**config.mk**
```make
export PLATFORM = sky130hd
export DESIGN_NAME = hpu_col_streamer
export DESIGN_NICKNAME = d
export VERILOG_FILES = /design/src/rtl/hpu_col_streamer.sv
export SDC_FILE = /design/constraint.sdc
export NUM_CORES = 1
export LEC_CHECK = 0
export CAP_MARGIN = 20
export CELL_PAD_IN_SITES_DETAIL_PLACEMENT = 0
export CELL_PAD_IN_SITES_GLOBAL_PLACEMENT = 1
export CORE_MARGIN = 2
export CORE_UTILIZATION = 43
export CTS_CLUSTER_DIAMETER = 200
export CTS_CLUSTER_SIZE = 8
export DETAILED_ROUTE_END_ITERATION = 16
export PLACE_DENSITY_LB_ADDON = 0.1
export REMOVE_ABC_BUFFERS = 1
export SKIP_LAST_GASP = 1
export SLEW_MARGIN = 20
export SYNTH_ARGS = -nofsm -noshare
export SYNTH_HDL_FRONTEND = slang
export SYNTH_SLANG_ARGS = --single-unit
export TNS_END_PERCENT = 1
```
**constraint.sdc**
```tcl
create_clock -name clk -period 6.95 [get_ports clk]
set_input_delay 1.7375 -clock clk [delete_from_list [all_inputs] [get_ports clk]]
set_output_delay 1.7375 -clock clk [all_outputs]
set_load 0.02 [all_outputs]
```
**src/rtl/hpu_col_streamer.sv**
```systemverilog
// hpu_col_streamer: per-command column walker feeding the HPU pivot search.
// Streams every row not yet marked as pivoted, in ascending order, through a
// 2-entry skid FIFO fed by a column buffer with 1-cycle read latency.
module hpu_col_streamer #(
   parameter int DATA_W    = 32,
   parameter int ROW_IDX_W = 8,
   parameter int MAX_ROWS  = 256
) (
   input  logic                 clk,
   input  logic                 rst_n,
   input  logic                 cmd_start,
   input  logic [ROW_IDX_W:0]   cmd_len,
   input  logic                 cmd_clear,
   output logic                 busy,
   output logic                 done,
   output logic                 empty,
   input  logic                 mark_valid,
   output logic                 mark_ready,
   input  logic [ROW_IDX_W-1:0] mark_row,
   output logic                 mem_rd_en,
   output logic [ROW_IDX_W-1:0] mem_rd_addr,
   input  logic [DATA_W-1:0]    mem_rd_data,
   output logic                 piv_start,
   output logic                 out_valid,
   input  logic                 out_ready,
   output logic [DATA_W-1:0]    out_value,
   output logic [ROW_IDX_W-1:0] out_row,
   output logic                 out_last
);

   localparam int LEN_W = ROW_IDX_W + 1;
   // Bitmap spans the full index space so any mark_row indexes safely;
   // rows at or above MAX_ROWS are simply never written.
   localparam int BM_W  = 2 ** ROW_IDX_W;

   typedef enum logic [2:0] {S_IDLE, S_START, S_SCAN, S_DRAIN, S_FIN} state_t;

   state_t                 state;
   logic [BM_W-1:0]        bitmap;
   logic [LEN_W-1:0]       used_cnt;
   logic [LEN_W-1:0]       n_lat;
   logic [LEN_W-1:0]       avail;
   logic [LEN_W-1:0]       rd_cnt;
   logic [ROW_IDX_W-1:0]   scan_ptr;

   // Read in flight (data arrives on mem_rd_data this cycle)
   logic                   infl_v;
   logic [ROW_IDX_W-1:0]   infl_row;
   logic                   infl_last;

   // Skid FIFO, entry 0 is the head
   logic [1:0]             f_cnt;
   logic [DATA_W-1:0]      f0_val, f1_val;
   logic [ROW_IDX_W-1:0]   f0_row, f1_row;
   logic                   f0_last, f1_last;

   logic [1:0]             f_cnt_n;
   logic [1:0]             cnt_tmp;
   logic [DATA_W-1:0]      n0_val, n1_val;
   logic [ROW_IDX_W-1:0]   n0_row, n1_row;
   logic                   n0_last, n1_last;

   logic                   mark_new;
   logic [LEN_W-1:0]       used_eff;
   logic [LEN_W-1:0]       avail_calc;
   logic                   room, rd_fire, advance, scan_last;
   logic                   pop, pop_f, push;

   assign mark_ready = !busy;

   // Mark/clear/start ordering: clear first, then the mark, then avail
   always_comb begin
      mark_new   = mark_valid && !busy && (32'(mark_row) < MAX_ROWS) &&
                   (cmd_clear || !bitmap[mark_row]);
      used_eff   = (cmd_clear ? '0 : used_cnt) + LEN_W'(mark_new);
      avail_calc = (cmd_len > used_eff) ? (cmd_len - used_eff) : '0;
   end

   // Scan issue: skip used rows, read unused rows only when the FIFO has room
   always_comb begin
      room        = (f_cnt == 2'd0) || ((f_cnt == 2'd1) && !infl_v);
      rd_fire     = (state == S_SCAN) && !bitmap[scan_ptr] && room;
      advance     = (state == S_SCAN) && (bitmap[scan_ptr] || room);
      scan_last   = ({1'b0, scan_ptr} == (n_lat - LEN_W'(1)));
      mem_rd_en   = rd_fire;
      mem_rd_addr = rd_fire ? scan_ptr : '0;
   end

   // Output head: FIFO entry 0, or the in-flight read bypassed when empty
   always_comb begin
      out_valid = (f_cnt != 2'd0) || infl_v;
      if (f_cnt != 2'd0) begin
         out_value = f0_val;
         out_row   = f0_row;
         out_last  = f0_last;
      end else if (infl_v) begin
         out_value = mem_rd_data;
         out_row   = infl_row;
         out_last  = infl_last;
      end else begin
         out_value = '0;
         out_row   = '0;
         out_last  = 1'b0;
      end
   end

   // FIFO next state: pop shifts the head out, the arriving read is stored
   // unless it was handed straight through the bypass
   always_comb begin
      pop     = out_valid && out_ready;
      pop_f   = pop && (f_cnt != 2'd0);
      push    = infl_v && !(pop && (f_cnt == 2'd0));
      n0_val  = f0_val;  n0_row = f0_row;  n0_last = f0_last;
      n1_val  = f1_val;  n1_row = f1_row;  n1_last = f1_last;
      if (pop_f) begin
         n0_val  = f1_val;
         n0_row  = f1_row;
         n0_last = f1_last;
      end
      cnt_tmp = f_cnt - {1'b0, pop_f};
      if (push) begin
         if (cnt_tmp == 2'd0) begin
            n0_val  = mem_rd_data;
            n0_row  = infl_row;
            n0_last = infl_last;
         end else begin
            n1_val  = mem_rd_data;
            n1_row  = infl_row;
            n1_last = infl_last;
         end
      end
      f_cnt_n = cnt_tmp + {1'b0, push};
   end

   // Control FSM, bitmap, in-flight tracking and FIFO storage
   always_ff @(posedge clk) begin
      if (!rst_n) begin
         state     <= S_IDLE;
         bitmap    <= '0;
         used_cnt  <= '0;
         n_lat     <= '0;
         avail     <= '0;
         rd_cnt    <= '0;
         scan_ptr  <= '0;
         busy      <= 1'b0;
         done      <= 1'b0;
         empty     <= 1'b0;
         piv_start <= 1'b0;
         infl_v    <= 1'b0;
         infl_row  <= '0;
         infl_last <= 1'b0;
         f_cnt     <= '0;
         f0_val    <= '0;  f0_row <= '0;  f0_last <= 1'b0;
         f1_val    <= '0;  f1_row <= '0;  f1_last <= 1'b0;
      end else begin
         piv_start <= 1'b0;
         done      <= 1'b0;
         infl_v    <= rd_fire;
         infl_row  <= scan_ptr;
         infl_last <= (rd_cnt == (avail - LEN_W'(1)));
         if (rd_fire) rd_cnt <= rd_cnt + LEN_W'(1);
         f_cnt  <= f_cnt_n;
         f0_val <= n0_val;  f0_row <= n0_row;  f0_last <= n0_last;
         f1_val <= n1_val;  f1_row <= n1_row;  f1_last <= n1_last;

         case (state)
            S_IDLE: begin
               if (cmd_clear) bitmap <= '0;
               if (mark_new) bitmap[mark_row] <= 1'b1;
               used_cnt <= used_eff;
               if (cmd_start) begin
                  n_lat     <= cmd_len;
                  avail     <= avail_calc;
                  busy      <= 1'b1;
                  piv_start <= (avail_calc != '0);
                  state     <= S_START;
               end
            end
            S_START: begin
               scan_ptr <= '0;
               rd_cnt   <= '0;
               if (avail == '0) begin
                  done  <= 1'b1;
                  empty <= 1'b1;
                  state <= S_FIN;
               end else begin
                  state <= S_SCAN;
               end
            end
            S_SCAN: begin
               if (advance) begin
                  if (scan_last) state <= S_DRAIN;
                  else scan_ptr <= scan_ptr + ROW_IDX_W'(1);
               end
            end
            S_DRAIN: begin
               if ((f_cnt == 2'd0) && !infl_v) begin
                  done  <= 1'b1;
                  empty <= 1'b0;
                  state <= S_FIN;
               end
            end
            S_FIN: begin
               busy  <= 1'b0;
               empty <= 1'b0;
               state <= S_IDLE;
            end
            default: state <= S_IDLE;
         endcase
      end
   end

endmodule

```
Yosys cells after proc, flatten, opt, wreduce, memory -nomap -nowiden
Cells that the tools add are included.
{"block": "totals", "regBits": 401, "latchBits": 0, "ram_bits": 0, "romBits": 0, "inputBits": 55, "out_inout_bits": 56, "elab_cells": 132, "n_memories": 0}
{"block": "op_classes", "add_sub_neg": 8, "multipliers": 0, "n_div": 0, "order_cmp": 4, "n_eq_ne": 13, "shift": 0, "mux": 45, "bitwise": 3, "n_reduce_logical": 38}
{"op": "$mux 256", "n": 4}
{"op": "$or 256x256->256", "n": 1}
{"op": "$mux 32", "n": 5}
{"op": "$mux 8", "n": 8}
{"op": "$lt 8x9->1 const B", "n": 2}
{"op": "$mux 9", "n": 2}
{"op": "$sub 9x1->9 const B", "n": 2}
{"op": "$bmux 1 s8", "n": 2}
{"op": "$pmux 8 s2", "n": 1}
{"op": "$mux 3", "n": 5}
{"op": "$mux 1", "n": 13}
{"op": "$logic_and 1x1->1", "n": 12}
{"op": "$ne 2x2->1 const B", "n": 6}
{"op": "$pmux 3 s4", "n": 1}
{"op": "$add 9x1->9", "n": 1}
{"op": "$add 9x1->9 const B", "n": 1}
{"op": "$eq 8x9->1", "n": 1}
{"op": "$eq 9x9->1", "n": 1}
{"op": "$gt 9x9->1", "n": 1}
{"op": "$logic_not 9->1", "n": 1}
{"op": "$reduce_and 3->1", "n": 3}
{"op": "$reduce_bool 9->1", "n": 1}
{"op": "$sub 9x9->9", "n": 1}
{"op": "$add 8x1->8 const B", "n": 1}
{"op": "other kinds (20)", "n": 35}

Longest topological paths before layout
Gate-level depths: netlist of the first run.
{"block": "depth", "ltp_word": 9, "mapped_depth": 27, "depth_no_buf": 20}

Worst setup path after synthesis of the first run
OpenSTA, ideal clock, no wires.
{"block": "synth_timing", "kind": "input to register", "from": "input port mark_row[0]", "to": "register piv_start", "setup_time_ns": 0.074, "arrival_time_ns": 6.838, "required_ns": 6.876, "setup_slack_ns": 0.038, "cell_stages": 25, "cell_sequence": "clkbuf_1 buf_2 buf_2 mux4_2 a22oi_1 a31oi_1 mux4_2 mux2i_1 or2_1 buf_4 buf_4 buf_4 nor2b_1 ha_1 and3_1 nand3_1 xnor2_1 nand2b_1 ha_1 buf_1 nor3_1 a311o_1 o311ai_2 nand3_1 a31oi_1"}
{"block": "synth_between", "elab_chain_cells": 9, "elab_cells_between_ends": 10}
{"item": "from (decl)", "line": "19", "source": "input logic [ROW_IDX_W-1:0] mark_row,"}
{"item": "$bmux 1 s8 (*)", "line": "74", "source": "(cmd_clear || !bitmap[mark_row]);"}
{"item": "$mux 1 (not written as such) (*)", "line": "74"}
{"item": "$logic_not 1->1 (*)", "line": "74"}
{"item": "$logic_or 1x1->1 (*)", "line": "74"}
{"item": "$logic_and 1x1->1 (*)", "line": "73", "source": "mark_new = mark_valid && !busy && (32'(mark_row) < MAX_ROWS) &&"}
{"item": "$add 9x1->9 (*)", "line": "75", "source": "used_eff = (cmd_clear ? '0 : used_cnt) + LEN_W'(mark_new);"}
{"item": "$sub 9x9->9 or $gt 9x9->1 (tied branches)", "line": "76", "source": "avail_calc = (cmd_len > used_eff) ? (cmd_len - used_eff) : '0;"}
{"item": "$mux 9 (*)", "line": "76"}
{"item": "$reduce_bool 9->1 (*)", "line": "175", "source": "piv_start <= (avail_calc != '0);"}
{"item": "to (signal assigned)", "line": "175"}
{"item": "to (decl)", "line": "23", "source": "output logic piv_start,"}
Mark *: on every way between the ends. The rest lies on a longest branch, timed or not. The select of a mux whose other input is x is not followed.
A chain may end at the register's enable or synchronous reset.

Final worst setup path of the first run
{"block": "layout_timing", "from": "input port mark_row[0]", "to": "register bitmap[44]"}
{"block": "layout_between", "elab_chain_cells": 6, "elab_cells_between_ends": 12}
{"item": "$lt 8x9->1 (not written as such), or another cell as far along", "line": "169", "source": "if (mark_new) bitmap[mark_row] <= 1'b1;"}
{"item": "$logic_and 1x1->1 (not written as such) or $mux 1 (tied branches)", "line": "169, 74"}
{"item": "$mux 1 (not written as such) or $logic_not 1->1 (tied branches)", "line": "169, 74"}
{"item": "$demux 1 s8 or $logic_or 1x1->1 (tied branches)", "line": "169, 74"}
{"item": "$or 256x256->256 (no source line) or $logic_and 1x1->1 (tied branches)"}
{"item": "$mux 256 (*)", "line": "169"}
{"item": "to (signal assigned)", "line": "139", "source": "bitmap <= '0;"}
{"item": "to (signal assigned)", "line": "168", "source": "if (cmd_clear) bitmap <= '0;"}
{"item": "to (signal, indexed assignment)", "line": "169"}
{"item": "to (decl)", "line": "39", "source": "logic [BM_W-1:0] bitmap;"}
Marks and branches as above.

==> reports/results.tsv, run 1 <==
metric	value	unit
status	finished, final reports clean	
Post-CTS Setup Bufs	0	
Yosys reg bits	401	
worst min-delay path class	reg2reg	
clock tree buffer depth	3	
fin. max-slew vios	0	
H-tree depth	2	
max_cap viols	0	
CP endpoint kind	register	
post-DR vias/cell	6.377	
count of flip-flops with a built-in enable after synthesis	0	
most frequent cell after synthesis	dfxtp_1	
Pleak	8.727	nW
Yosys top cell area share	38.77	%
Final Hold Viols	0	
share of cells above drive strength 1	14.49	%
post-route DRC violation count	0	
die area	49930	um2
clock net sink count	401	
Core Rows	80	
RSZ-0062 raised after global routing	no	
Mapped Cells	2101	
clk root buf	clkbuf_16	
first drt pass iteration count	5	
Placed Instance Area	22380	um2
Avg Cell Area, Syn	9.856	um2
total grt overflow	0	
crit path launch	mark_row[0]	
Post-DP HPWL	42.38	mm
Initial Util	43.46	%
maximum clock rate	0.1516	GHz
crit path kind	in2reg	
synthesis-to-layout area growth	15.38	%
worst reg2reg path depth	11	
# hold bufs at CTS	0	
crit path max fanout	105	
setup TNS	0	ps
placer congestion estimate	0.8832	
Worst Setup EP	bitmap[44]	
post-route ant nets	0	
post-synthesis sequential area ratio	38.77	%
post-route cell area	23890	um2
cts bufs inserted	56	
Worst slew margin	20.40	%
Post-synth ARST share	0	%
Setup Skew	28.20	ps
Vias	17606	
CTS clk-pin slew, worst paths	50	ps
largest net degree at the start of global routing	192	
core area	47650	um2
Reg2Reg Setup Slack	1640	ps
Die Span X	223.4	um
top_reg_cell synth	dfxtp_1	
CTS tree	done	
fin nets	2211	
Worst R2R End	bitmap[44]	
Synth area leader	dfxtp_1	
Die Ht	223.4	um
Commonest cells post-synth	dfxtp_1, nand2_1, a32o_1, clkbuf_1, mux4_2	
Critical R2R Launch	bitmap[74]	
first-pass GRT wire length	103.4	mm
CP Data Required Time	7490	ps
Cell Area, Synth	20710	um2
initial DRC count	1585	
total power	5.997	mW
routed len/inst	23.98	um
VDD IR max	0.1778	mV
Yosys warnings	0	
Final setup viols	0	
initial antenna violation count	0	
Unique masters post-synth	78	
ant diodes	0	
Slew @ Worst Pin	1185	ps
IO buf count	110	
# IOs	111	
min cycle time layout	6595	ps
Tcrit/Tclk final	94.89	%
final core occ	50.15	%
Clock Latency Late Sink	610	ps
GR Util All Layers	26.39	%
DRT Wirelength	66.21	mm
Synth area leaders	dfxtp_1, mux4_2, a32o_1, nand2_1, a22o_1	
WP data arrival	7140	ps
vias in the first global route	17051	
Setup crit start kind	input port	
PD cells	251.0	nW/um2
-- layout by cell type (no fill, tap or decap), types with 7 or more instances in the layout --
| master | Yosys | layout |
|---|---|---|
| nor4_1 | 7 | 7 |
| clkdlybuf4s50_1 | 0 | 107 |
| a21oi_1 | 14 | 14 |
| a22o_1 | 86 | 86 |
| o21ai_0 | 21 | 21 |
| o21ai_1 | 7 | 7 |
| nand2_1 | 337 | 337 |
| a22oi_1 | 17 | 17 |
| mux2i_1 | 25 | 25 |
| buf_12 | 0 | 7 |
| and3_1 | 16 | 16 |
| or3_1 | 8 | 8 |
| dfxtp_1 | 401 | 397 |
| nand4_1 | 9 | 9 |
| buf_4 | 19 | 81 |
| xnor2_1 | 26 | 26 |
| mux4_2 | 124 | 124 |
| nor2_1 | 121 | 119 |
| nor3_1 | 28 | 24 |
| nand3_1 | 113 | 112 |
| ha_1 | 13 | 13 |
| nor2b_1 | 23 | 23 |
| nand2b_1 | 9 | 9 |
| and2_1 | 29 | 29 |
| o211a_1 | 42 | 42 |
| a32o_1 | 192 | 192 |
| inv_1 | 16 | 16 |
| a31oi_1 | 10 | 10 |
| nand3b_1 | 7 | 7 |
| a21boi_0 | 61 | 61 |
| clkbuf_16 | 0 | 58 |
| xor2_1 | 11 | 11 |
-- layout make-up --
cell class | instances | area (um2)
fill | 4396 | 23750
multi-input combinational | 1467 | 11670
sequential | 401 | 8038
timing repair buffer | 198 | 1867
clock buffer | 60 | 1459
tap | 615 | 769.5
inverter | 18 | 67.56
clock inverter | 2 | 25.02
-- cells by family after synthesis --
logic type / Yosys count / share of synthesized area (%)
adder cells (fa/ha/maj): 16 / 0.9789
AND/OR/NAND/NOR: 739 / 16.34
flip-flops: 401 / 38.77
buffers and inverters: 233 / 5.281
multiplexers: 153 / 14.91
AO/OA/AOI/OAI: 521 / 22.04
XOR/XNOR: 38 / 1.680
-- layer usage --
layer	track usage, %	vias up	routed length, um
li1	-	8041	-
met1	36.26	8785	29050
met2	42.50	656	30720
met3	4.320	124	4498
met4	8.516	0	1943
met5	0	-	0
-- metrics by stage --
| stage | hold WS, ps | cells | setup slack (ps) |
|---|---|---|---|
| 2_1_floorplan | 438.8 | 1886 | -4661 |
| 6_report | 459.1 | 2761 | 355.3 |
| 4_1_cts | 463.3 | 2761 | 360.6 |
| 5_1_grt | 483.8 | 2761 | 84.95 |
| 3_5_place_dp | 456.5 | 2699 | -261.8 |
| 3_3_place_gp | 448.5 | 2697 | -220.9 |
-- state kept, by name (all words and copies together), names as in the netlist --
name,cells
f1_val,32
infl_last,1
busy,1
used_cnt,9
piv_start,1
scan_ptr,8
state,3
rd_cnt,9
done,1
f_cnt,2
bitmap,256
f1_last,1
f0_row,8
avail,9
f0_last,1
n_lat,9
f1_row,8
infl_row,8
empty,1
f0_val,32
infl_v,1
-- timing repair --
item | 4_1_cts | 5_1_grt
gates resized for setup | 0 | 2
endpoints found under the setup margin | 0 | 8
hold endpoints to repair | 0 | 0
-- power by group --
group	switching [mW]	total, mW	internal, mW
combinational	0.772	1.14	0.365
sequential	0.0613	2.42	2.36
clock	0.988	2.44	1.45
total	1.82	6.00	4.18
-- worst min-delay path by stage --
stage                      from           to  slack, ps  cells after the start
floorplan           used_cnt[0]  used_cnt[0]        440                      2
global placement    used_cnt[0]  used_cnt[0]        450                      2
detailed placement  used_cnt[0]  used_cnt[0]        460                      2
CTS                 used_cnt[0]  used_cnt[0]        460                      2
global route         f1_val[27]   f1_val[27]        480                      2
finish              used_cnt[0]  used_cnt[0]        460                      2
-- worst max-delay path: stages --
cell	delay [ps]
buf_4	240
buf_4	280
mux4_2	540
a22o_1	210
o21ai_0	260
o21ai_0	150
mux4_2	490
mux2i_1	270
or2_4	180
buf_4	450
buf_4	910
buf_4	970
a32o_1	290
Note: power is estimated with default switching activity, not from simulation.
==> run 2, diff against run 1 <==
--- a/config.mk
+++ b/config.mk
@@ -10,7 +10,7 @@
 export CELL_PAD_IN_SITES_GLOBAL_PLACEMENT = 1
 export CORE_MARGIN = 2
 export CORE_UTILIZATION = 43
-export CTS_CLUSTER_DIAMETER = 200
+export CTS_CLUSTER_DIAMETER = 120
 export CTS_CLUSTER_SIZE = 8
 export DETAILED_ROUTE_END_ITERATION = 16
 export PLACE_DENSITY_LB_ADDON = 0.1
==> results of run 2 <==
The final DEF is identical to that of run 1; final timing and power are the same.
==> run 3, diff against run 2 <==
--- a/config.mk
+++ b/config.mk
@@ -5,7 +5,6 @@
 export SDC_FILE = /design/constraint.sdc
 export NUM_CORES = 1
 export LEC_CHECK = 0
-export CAP_MARGIN = 20
 export CELL_PAD_IN_SITES_DETAIL_PLACEMENT = 0
 export CELL_PAD_IN_SITES_GLOBAL_PLACEMENT = 1
 export CORE_MARGIN = 2
==> results of run 3 <==
The final DEF is identical to that of run 1; final timing and power are the same.
